## config.mk

```make
export PLATFORM = sky130hd
export DESIGN_NAME = instr_encoder
export DESIGN_NICKNAME = d
export VERILOG_FILES = /design/src/rtl/instr_encoder.sv
export SDC_FILE = /design/constraint.sdc
export NUM_CORES = 1
export LEC_CHECK = 0
export ABC_AREA = 1
export CAP_MARGIN = 20
export CELL_PAD_IN_SITES_DETAIL_PLACEMENT = 1
export CELL_PAD_IN_SITES_GLOBAL_PLACEMENT = 2
export CORE_UTILIZATION = 35
export CTS_BUF_LIST = sky130_fd_sc_hd__clkbuf_16
export CTS_CLUSTER_DIAMETER = 100
export DETAILED_ROUTE_END_ITERATION = 8
export PLACE_DENSITY = 0.82
export SYNTH_ARGS = -nofsm -noshare
export SYNTH_HDL_FRONTEND = slang
export SYNTH_SLANG_ARGS = --single-unit
```

## constraint.sdc

```tcl
create_clock -name CLK -period 2.7 [get_ports CLK]
set_input_delay 0.54 -clock CLK [delete_from_list [all_inputs] [get_ports CLK]]
set_output_delay 0.54 -clock CLK [all_outputs]
set_load 0.02 [all_outputs]
```

## src/rtl/instr_encoder.sv

```systemverilog
// instr_encoder: packs ALU operation tuples into 16-bit machine words
// {opcode, dst, imm|regb, rega}. Words go into a small FIFO that feeds a
// valid/ready consumer. Tuples that have no legal encoding are dropped and
// counted.
module instr_encoder #(
  parameter int DEPTH = 4,
  parameter int CNT_W = 8
) (
  input  logic             CLK,
  input  logic             RST_N,
  input  logic             InValid,
  output logic             InReady,
  input  logic [3:0]       OpALU,
  input  logic             isImm,
  input  logic [3:0]       OpC,
  input  logic [3:0]       OpB,
  input  logic [3:0]       OpA,
  output logic [15:0]      Instr,
  output logic             OutValid,
  input  logic             OutReady,
  output logic             ErrPulse,
  output logic [CNT_W-1:0] EncCnt,
  output logic [CNT_W-1:0] ErrCnt
);

  localparam int PTR_W = (DEPTH > 1) ? $clog2(DEPTH) : 1;
  localparam logic [PTR_W:0]   FULL_C  = (PTR_W + 1)'(DEPTH);
  localparam logic [PTR_W:0]   CNT_ONE = (PTR_W + 1)'(1);
  localparam logic [PTR_W-1:0] PTR_ONE = PTR_W'(1);

  logic [15:0]      mem [DEPTH];
  logic [PTR_W-1:0] wr_ptr;
  logic [PTR_W-1:0] rd_ptr;
  logic [PTR_W:0]   count;
  logic [PTR_W:0]   count_next;
  logic [4:0]       enc;
  logic             legal;
  logic             accept;
  logic             push;
  logic             pop;

  // Maps (alu op, immediate flag) to {legal, opcode}; anything unlisted is illegal.
  function automatic logic [4:0] encode(input logic [3:0] op, input logic imm);
    logic [4:0] r;
    case ({op, imm})
      5'b0000_0: r = 5'b1_0000;  // ADD reg
      5'b0001_0: r = 5'b1_0001;  // SUB reg
      5'b0010_1: r = 5'b1_0010;  // SLT imm
      5'b0011_0: r = 5'b1_0011;  // AND reg
      5'b0100_0: r = 5'b1_0100;  // OR  reg
      5'b0101_0: r = 5'b1_0101;  // XOR reg
      5'b0011_1: r = 5'b1_0110;  // AND imm
      5'b0100_1: r = 5'b1_0111;  // OR  imm
      5'b0101_1: r = 5'b1_1000;  // XOR imm
      5'b0000_1: r = 5'b1_1001;  // ADD imm
      5'b0001_1: r = 5'b1_1010;  // SUB imm
      default:   r = 5'b0_0000;
    endcase
    return r;
  endfunction

  // Increment that sticks at all-ones instead of wrapping.
  function automatic logic [CNT_W-1:0] sat_inc(input logic [CNT_W-1:0] v);
    if (v == {CNT_W{1'b1}}) return v;
    return v + {{(CNT_W-1){1'b0}}, 1'b1};
  endfunction

  assign enc      = encode(OpALU, isImm);
  assign legal    = enc[4];
  assign accept   = InValid && InReady;
  assign push     = accept && legal;
  assign OutValid = (count != '0);
  assign pop      = OutValid && OutReady;
  assign Instr    = OutValid ? mem[rd_ptr] : 16'h0000;

  // Next occupancy; a push is only possible when not full, so no overflow.
  always_comb begin
    count_next = count;
    case ({push, pop})
      2'b10:   count_next = count + CNT_ONE;
      2'b01:   count_next = count - CNT_ONE;
      default: count_next = count;
    endcase
  end

  // Storage array is not reset; the occupancy count gates it from the output.
  always_ff @(posedge CLK) begin
    if (push) mem[wr_ptr] <= {enc[3:0], OpC, OpB, OpA};
  end

  // Pointers, occupancy, registered ready, error pulse and statistics.
  always_ff @(posedge CLK or negedge RST_N) begin
    if (!RST_N) begin
      wr_ptr   <= '0;
      rd_ptr   <= '0;
      count    <= '0;
      InReady  <= 1'b0;
      ErrPulse <= 1'b0;
      EncCnt   <= '0;
      ErrCnt   <= '0;
    end else begin
      if (push) wr_ptr <= wr_ptr + PTR_ONE;
      if (pop)  rd_ptr <= rd_ptr + PTR_ONE;
      count    <= count_next;
      // Ready follows occupancy one cycle late, so a pop while full
      // frees a slot only from the next cycle on.
      InReady  <= (count_next < FULL_C);
      ErrPulse <= accept && !legal;
      if (push)            EncCnt <= sat_inc(EncCnt);
      if (accept && !legal) ErrCnt <= sat_inc(ErrCnt);
    end
  end

endmodule

```

==> results of run 1 <==
-- per-stage QoR --
| step | hold slack, ns | total power, mW | instances | worst slack [ns] | util |
|---|---|---|---|---|---|
| floorplan | 0.244 | 3.05 | 395 | 0.405 | - |
| global placement | 0.521 | 3.92 | 600 | 0.0511 | 0.434 |
| detailed placement | 0.540 | 3.98 | 600 | -0.0113 | 0.434 |
| CTS | 0.558 | 5.20 | 615 | 0.0131 | 0.459 |
| global route | 0.576 | 5.45 | 615 | 0.000332 | 0.461 |
| finish | 0.545 | 5.10 | 615 | 0.108 | 0.461 |
-- worst max-delay path: stages (launching register included) --
cell             delay (ns)
dfrtp_1                0.40
clkinv_2               0.21
buf_4                  0.23
o21ai_0                0.11
a21oi_1                0.15
clkdlybuf4s50_1        0.61
-- per-layer routing --
metal  up-vias  routed length [µm]  track usage  share of wire
li1       1464                   -            -              -
met1      1400                4160        0.205           0.46
met2        51                4520        0.280           0.50
met3        11                 284       0.0282          0.031
met4         0                 139       0.0620          0.015
met5         -                   0            0              0
-- worst min-delay path by stage --
stage	start	end	slack, ns
6_report	ErrCnt[1]	ErrCnt[1]	0.54
5_1_grt	ErrCnt[1]	ErrCnt[1]	0.58
4_1_cts	ErrCnt[1]	ErrCnt[1]	0.56
3_5_place_dp	ErrCnt[1]	ErrCnt[1]	0.54
3_3_place_gp	ErrCnt[1]	ErrCnt[1]	0.52
2_1_floorplan	RST_N	EncCnt[0]	0.24
-- state kept, by name, summed over array words and instances, names as in the netlist, named ones only --
signal / count
EncCnt: 8
ErrCnt: 8
ErrPulse: 1
InReady: 1
count: 2
mem: 64
rd_ptr: 2
wr_ptr: 2
-- layout by cell type, fill, tap and decap left out, drive strengths merged --
| cell | n |
|---|---|
| o22ai | 1 |
| dfrtp | 25 |
| inv | 31 |
| a32o | 1 |
| clkbuf | 9 |
| clkinv | 5 |
| nor2 | 86 |
| a21oi | 21 |
| xnor2 | 4 |
| xor2 | 6 |
| edfxtp | 64 |
| fa | 1 |
| clkdlybuf4s50 | 47 |
| ha | 12 |
| buf | 19 |
| nand4 | 4 |
| nor4 | 1 |
| nor3 | 1 |
| nand2 | 71 |
| dlymetal6s2s | 8 |
| mux2 | 1 |
| o21ai | 43 |
| bufinv | 1 |
| nand3 | 6 |
| nand3b | 4 |
-- logic make-up (layout without fill, tap and decap cells) --
family                   Yosys count  after routing  share of synthesized area
AND/OR/NAND/NOR                  173            173                      0.180
adder cells (fa/ha/maj)           13             13                     0.0414
flip-flops                        89             89                      0.620
XOR/XNOR                          10             10                     0.0231
buffers and inverters             43            120                     0.0454
AO/OA/AOI/OAI                     66             66                     0.0874
multiplexers                       1              1                    0.00274
-- power by group through the flow --
| stage | clock, mW | combinational [mW] | sequential (mW) |
|---|---|---|---|
| floorplan | 0 | 1.21 | 1.85 |
| global placement | 0 | 2.11 | 1.81 |
| detailed placement | 0 | 2.17 | 1.81 |
| CTS | 1.23 | 2.18 | 1.79 |
| global route | 1.28 | 2.35 | 1.82 |
| finish | 1.19 | 2.12 | 1.79 |
-- layout make-up --
type                    count  area (µm²)  area share
flip-flops and latches     89        2550       0.484
multi-input cells         263        1370       0.261
well taps                 143         179      0.0340
clock inverters             6        61.3      0.0116
clock buffers               9         225      0.0428
inverters                  31         118      0.0223
repair buffers             74         763       0.145
-- timing repair --
action / 4_1_cts / 5_1_grt
endpoints found under the setup margin: 0 / 13
buffers inserted: 0 / 0
resized for setup: 0 / 9
==> impl_metrics.env, run 1 <==
export IMPL_cp_end_kind="output pin"
export IMPL_pwr_share_comb=0.415
export IMPL_min_path_cells=2
export IMPL_cts_root_buffer="clkbuf_16"
export IMPL_p_sw_mw=1.86
export IMPL_post_drt_wl_per_cell_um=14.8
export IMPL_synth_top_area_cell="edfxtp_1"
export IMPL_switching_share=0.364
export IMPL_p_clk_frac=0.234
export IMPL_grt_pass1_vias=2959
export IMPL_p_int_mw=3.24
export IMPL_grt_max_degree=26
export IMPL_io_pins=56
export IMPL_syn2layout_area_growth_pct=28.2
export IMPL_cts_inserted_buffers=9
export IMPL_hold_class="flip-flop to flip-flop"
export IMPL_synth_top_cell_area_share=0.468
export IMPL_cts_tree="yes"
export IMPL_r2r_end="InReady"
export IMPL_place_area_um2=4960
export IMPL_outcome="finished, final reports clean"
export IMPL_h_tree_depth=3
export IMPL_seqPwrFrac=0.351
export IMPL_grt_remaining_overflow=0
export IMPL_layout_worst_path_cycle_share=0.960
export IMPL_fillers=1289
export IMPL_endpoint="Instr[9]"
export IMPL_async_flop_share=0.281
export IMPL_r2r_start="count[0]"
export IMPL_track_usage=0.163
export IMPL_crit_start="rd_ptr[0]"
export IMPL_drt_iter0_drc=82
export IMPL_ys_ff_latch=89
export IMPL_ys_seq_area_frac=0.620
export IMPL_path_max_fanout=18
export IMPL_rsz0062_at_grt="false"
export IMPL_cap_viol_max_count=0
export IMPL_ff2ff_path_depth=10
export IMPL_yosysMostFrequentCell="nor2_1"
export IMPL_n_antenna_cell=0
export IMPL_ant_nets=0
export IMPL_synth_area_um2=4110
export IMPL_max_vdd_ir_drop_v=0.000438
export IMPL_setup_tns_ns=0
export IMPL_crit_arrival_ns=2.05
export IMPL_clk_pin_slew_ns=0.06
export IMPL_syn_num_nets=429
export IMPL_drive_above_1_share=0.110
export IMPL_final_max_slew_viol_count=0
export IMPL_vias=2926
export IMPL_r2r_slack_ns=0.70
export IMPL_netlist_top_cells_area="edfxtp_1, dfrtp_1, nor2_1"
export IMPL_cts_sinks=89
export IMPL_slew_headroom=0.451
export IMPL_gp_congestion=0.737
export IMPL_die_area_um2=12200
export IMPL_core_area_um2=11400
export IMPL_synth_flop_cell="edfxtp_1"
export IMPL_finalInstanceArea_um2=5270
export IMPL_synth_edf_count=64
export IMPL_rows=39
export IMPL_synth_common_cells="nor2_1, nand2_1, edfxtp_1, o21ai_0, inv_1"
export IMPL_critPathKind="flip-flop to output pin"
export IMPL_die_w_um=110
export IMPL_start_kind="flip-flop"
export IMPL_nNetsFinal=502
export IMPL_cts_hold_buf=0
export IMPL_skew_ns=0.00856
export IMPL_period_needed_ns=2.59
export IMPL_syn_area_per_cell_um2=10.4
export IMPL_antenna_found_initial=0
export IMPL_hold_viol=0
export IMPL_place_port_buffers=55
export IMPL_clock_path_buffers=2
export IMPL_grt_pass1_wl_mm=14.6
export IMPL_p_per_area_nw_per_um2=968
export IMPL_p_leak_nw=2.21
export IMPL_crit_required_ns=2.16
export IMPL_dr_pass1_iters=4
export IMPL_clk_latency_ns=0.34
export IMPL_ys_warnings_count=0
export IMPL_dpl_hpwl_mm=6.14
export IMPL_wl_mm=9.11
export IMPL_via_per_inst=4.76
export IMPL_synth_cells=395
export IMPL_synth_distinct_cells=32
export IMPL_drc=0
export IMPL_die_h_um=110
export IMPL_setup_viol=0
export IMPL_initial_core_util=0.360
export IMPL_tightestPinTransition_ns=0.817
export IMPL_fmax_ghz=0.386
Note: power is estimated with default switching activity, not from simulation.
==> run 2, diff against run 1 <==
CORE_ASPECT_RATIO = 0.7   (was not set)
CORE_UTILIZATION = 38   (was 35)
PLACE_DENSITY = 0.88   (was 0.82)
clock period = 3.2 ns   (was 2.7 ns; I/O delays follow)
==> impl_metrics.env, run 2 (synthesized netlist as in run 1, its figures left out) <==
export IMPL_clk_latency_ns=0.34
export IMPL_drc=0
export IMPL_path_max_fanout=16
export IMPL_final_common_cell="nor2_1"
export IMPL_grt_pass1_wl_mm=15.5
export IMPL_cts_root_buffer="clkbuf_16"
export IMPL_place_port_buffers=55
export IMPL_largest_reg_flops=64
export IMPL_rows=31
export IMPL_hold_viol=0
export IMPL_via_per_inst=4.97
export IMPL_grt_max_degree=34
export IMPL_p_per_area_nw_per_um2=858
export IMPL_mostFrequentLayoutCells="nor2_1, nand2_1, edfxtp_1"
export IMPL_slowest_delay_ns=0.65
export IMPL_pwr_share_comb=0.398
export IMPL_cts_resized=0
export IMPL_initial_core_util=0.394
export IMPL_cts_tree="yes"
export IMPL_r2r_start="count[0]"
export IMPL_clk_pin_slew_ns=0.06
export IMPL_n_antenna_cell=0
export IMPL_outcome="finished, final reports clean"
export IMPL_setup_viol=0
export IMPL_instances_no_fill=595
export IMPL_hold_class="flip-flop to flip-flop"
export IMPL_crit_required_ns=2.56
export IMPL_crit_arrival_ns=2.25
export IMPL_r2r_end="InReady"
export IMPL_path_cells="inv_2 > nor2_1 > o21ai_0 > a21oi_1 > clkdlybuf4s50_1"
export IMPL_skew_ns=0.00645
export IMPL_wl_mm=9.66
export IMPL_vias=2956
export IMPL_dr_pass1_iters=4
export IMPL_die_h_um=89.0
export IMPL_critPathSlowestCell="clkdlybuf4s50_1"
export IMPL_drive_above_1_share=0.0929
export IMPL_crit_cells=5
export IMPL_die_w_um=126
export IMPL_finalInstanceArea_um2=5150
export IMPL_cp_end_kind="output pin"
export IMPL_syn2layout_area_growth_pct=25.3
export IMPL_p_leak_nw=2.08
export IMPL_cts_sinks=89
export IMPL_start_kind="flip-flop"
export IMPL_final_max_slew_viol_count=0
export IMPL_p_int_mw=2.80
export IMPL_holdWs_ns=0.560
export IMPL_endpoint="Instr[14]"
export IMPL_slew_headroom=0.465
export IMPL_post_drt_wl_per_cell_um=16.2
export IMPL_regMostFlops="mem"
export IMPL_largestRegisters="mem: 64 flops, EncCnt: 8 flops, ErrCnt: 8 flops"
export IMPL_gp_congestion=0.733
export IMPL_max_vdd_ir_drop_v=0.000309
export IMPL_h_tree_depth=3
export IMPL_place_area_um2=4820
export IMPL_path_delay_family="buffers and inverters"
export IMPL_die_area_um2=11200
export IMPL_clock_path_buffers=2
export IMPL_grt_remaining_overflow=0
export IMPL_r2r_slack_ns=1.13
export IMPL_postLayoutCoreUtil=0.493
export IMPL_min_path_cells=2
export IMPL_layout_worst_path_cycle_share=0.904
export IMPL_cap_viol_max_count=0
export IMPL_dpl_hpwl_mm=6.59
export IMPL_critPathKind="flip-flop to output pin"
export IMPL_io_pins=56
export IMPL_cts_inserted_buffers=9
export IMPL_regArea_um2=2550
export IMPL_crit_start="rd_ptr[1]"
export IMPL_seqPwrFrac=0.344
export IMPL_fmax_ghz=0.346
export IMPL_placed_cells=579
export IMPL_switching_share=0.365
export IMPL_grt_pass1_vias=3056
export IMPL_core_area_um2=10400
export IMPL_ff2ff_path_depth=9
export IMPL_rsz0062_at_grt="false"
export IMPL_drt_iter0_drc=105
export IMPL_nNetsFinal=492
export IMPL_antenna_found_initial=0
export IMPL_tightestPinTransition_ns=0.796
export IMPL_track_usage=0.183
export IMPL_setup_tns_ns=0
export IMPL_period_needed_ns=2.89
export IMPL_p_sw_mw=1.61
export IMPL_multi_input_area_um2=1370
export IMPL_ant_nets=0
export IMPL_fillers=1134
export IMPL_p_clk_frac=0.258
export IMPL_post_cts_buffers=0
export IMPL_hold_start="ErrCnt[1]"
export IMPL_path_buf_inv=2
export IMPL_cts_hold_buf=0
run 2: cell count changes in the layout (fill, tap and decap cells not counted), sizes merged:
cell and change:
clkdlybuf4s50 +8, buf -10, bufinv +1, clkinv -2, inv +2, dlymetal6s2s -8
run 2: worst reg2reg max path, stage by stage, from the launching register on:
cell     delay [ns]
dfrtp_1        0.43
nor2_1         0.12
nand2_1        0.12
nand2_1        0.12
inv_1          0.08
ha_1           0.22
fa_1           0.38
o21ai_0        0.22
xor2_1         0.21
inv_1          0.06
run 2: worst min-delay path by stage:
stage,to,slack (ns)
after floorplan,EncCnt[0],0.34
after global placement,count[0],0.53
after detailed placement,ErrCnt[1],0.54
after CTS,ErrCnt[1],0.56
after global routing,ErrCnt[1],0.59
final,ErrCnt[1],0.56
run 2: per-layer routing:
layer	GRT usage	up-vias	share of wire	wire length, µm
li1	-	1442	-	-
met1	0.229	1472	0.46	4460
met2	0.328	34	0.50	4880
met3	0.0347	8	0.023	222
met4	0.0504	0	0.0098	95
met5	0	-	0	0
run 2: final cells by class:
type                            instances  area share
Clock buffer                            9      0.0438
Clock inverter                          7      0.0197
Inverter                               31      0.0226
Multi-Input combinational cell        263       0.267
Sequential cell                        89       0.495
Tap cell                              132      0.0321
Timing Repair Buffer                   64       0.120
run 2: through the flow:
| step | total power, mW | setup WS, ns |
|---|---|---|
| finish | 4.42 | 0.308 |
| floorplan | 2.57 | 0.805 |
| CTS | 4.48 | 0.246 |
| global route | 4.68 | 0.108 |
| detailed placement | 3.32 | 0.209 |
| global placement | 3.25 | 0.341 |
run 2: power by group through the flow:
stage | clock network [mW] | registers (mW) | logic, mW
after floorplan | 0 | 1.56 | 1.02
after global placement | 0 | 1.54 | 1.71
after detailed placement | 0 | 1.55 | 1.77
after CTS | 1.17 | 1.52 | 1.78
after global routing | 1.19 | 1.55 | 1.94
final | 1.14 | 1.52 | 1.76
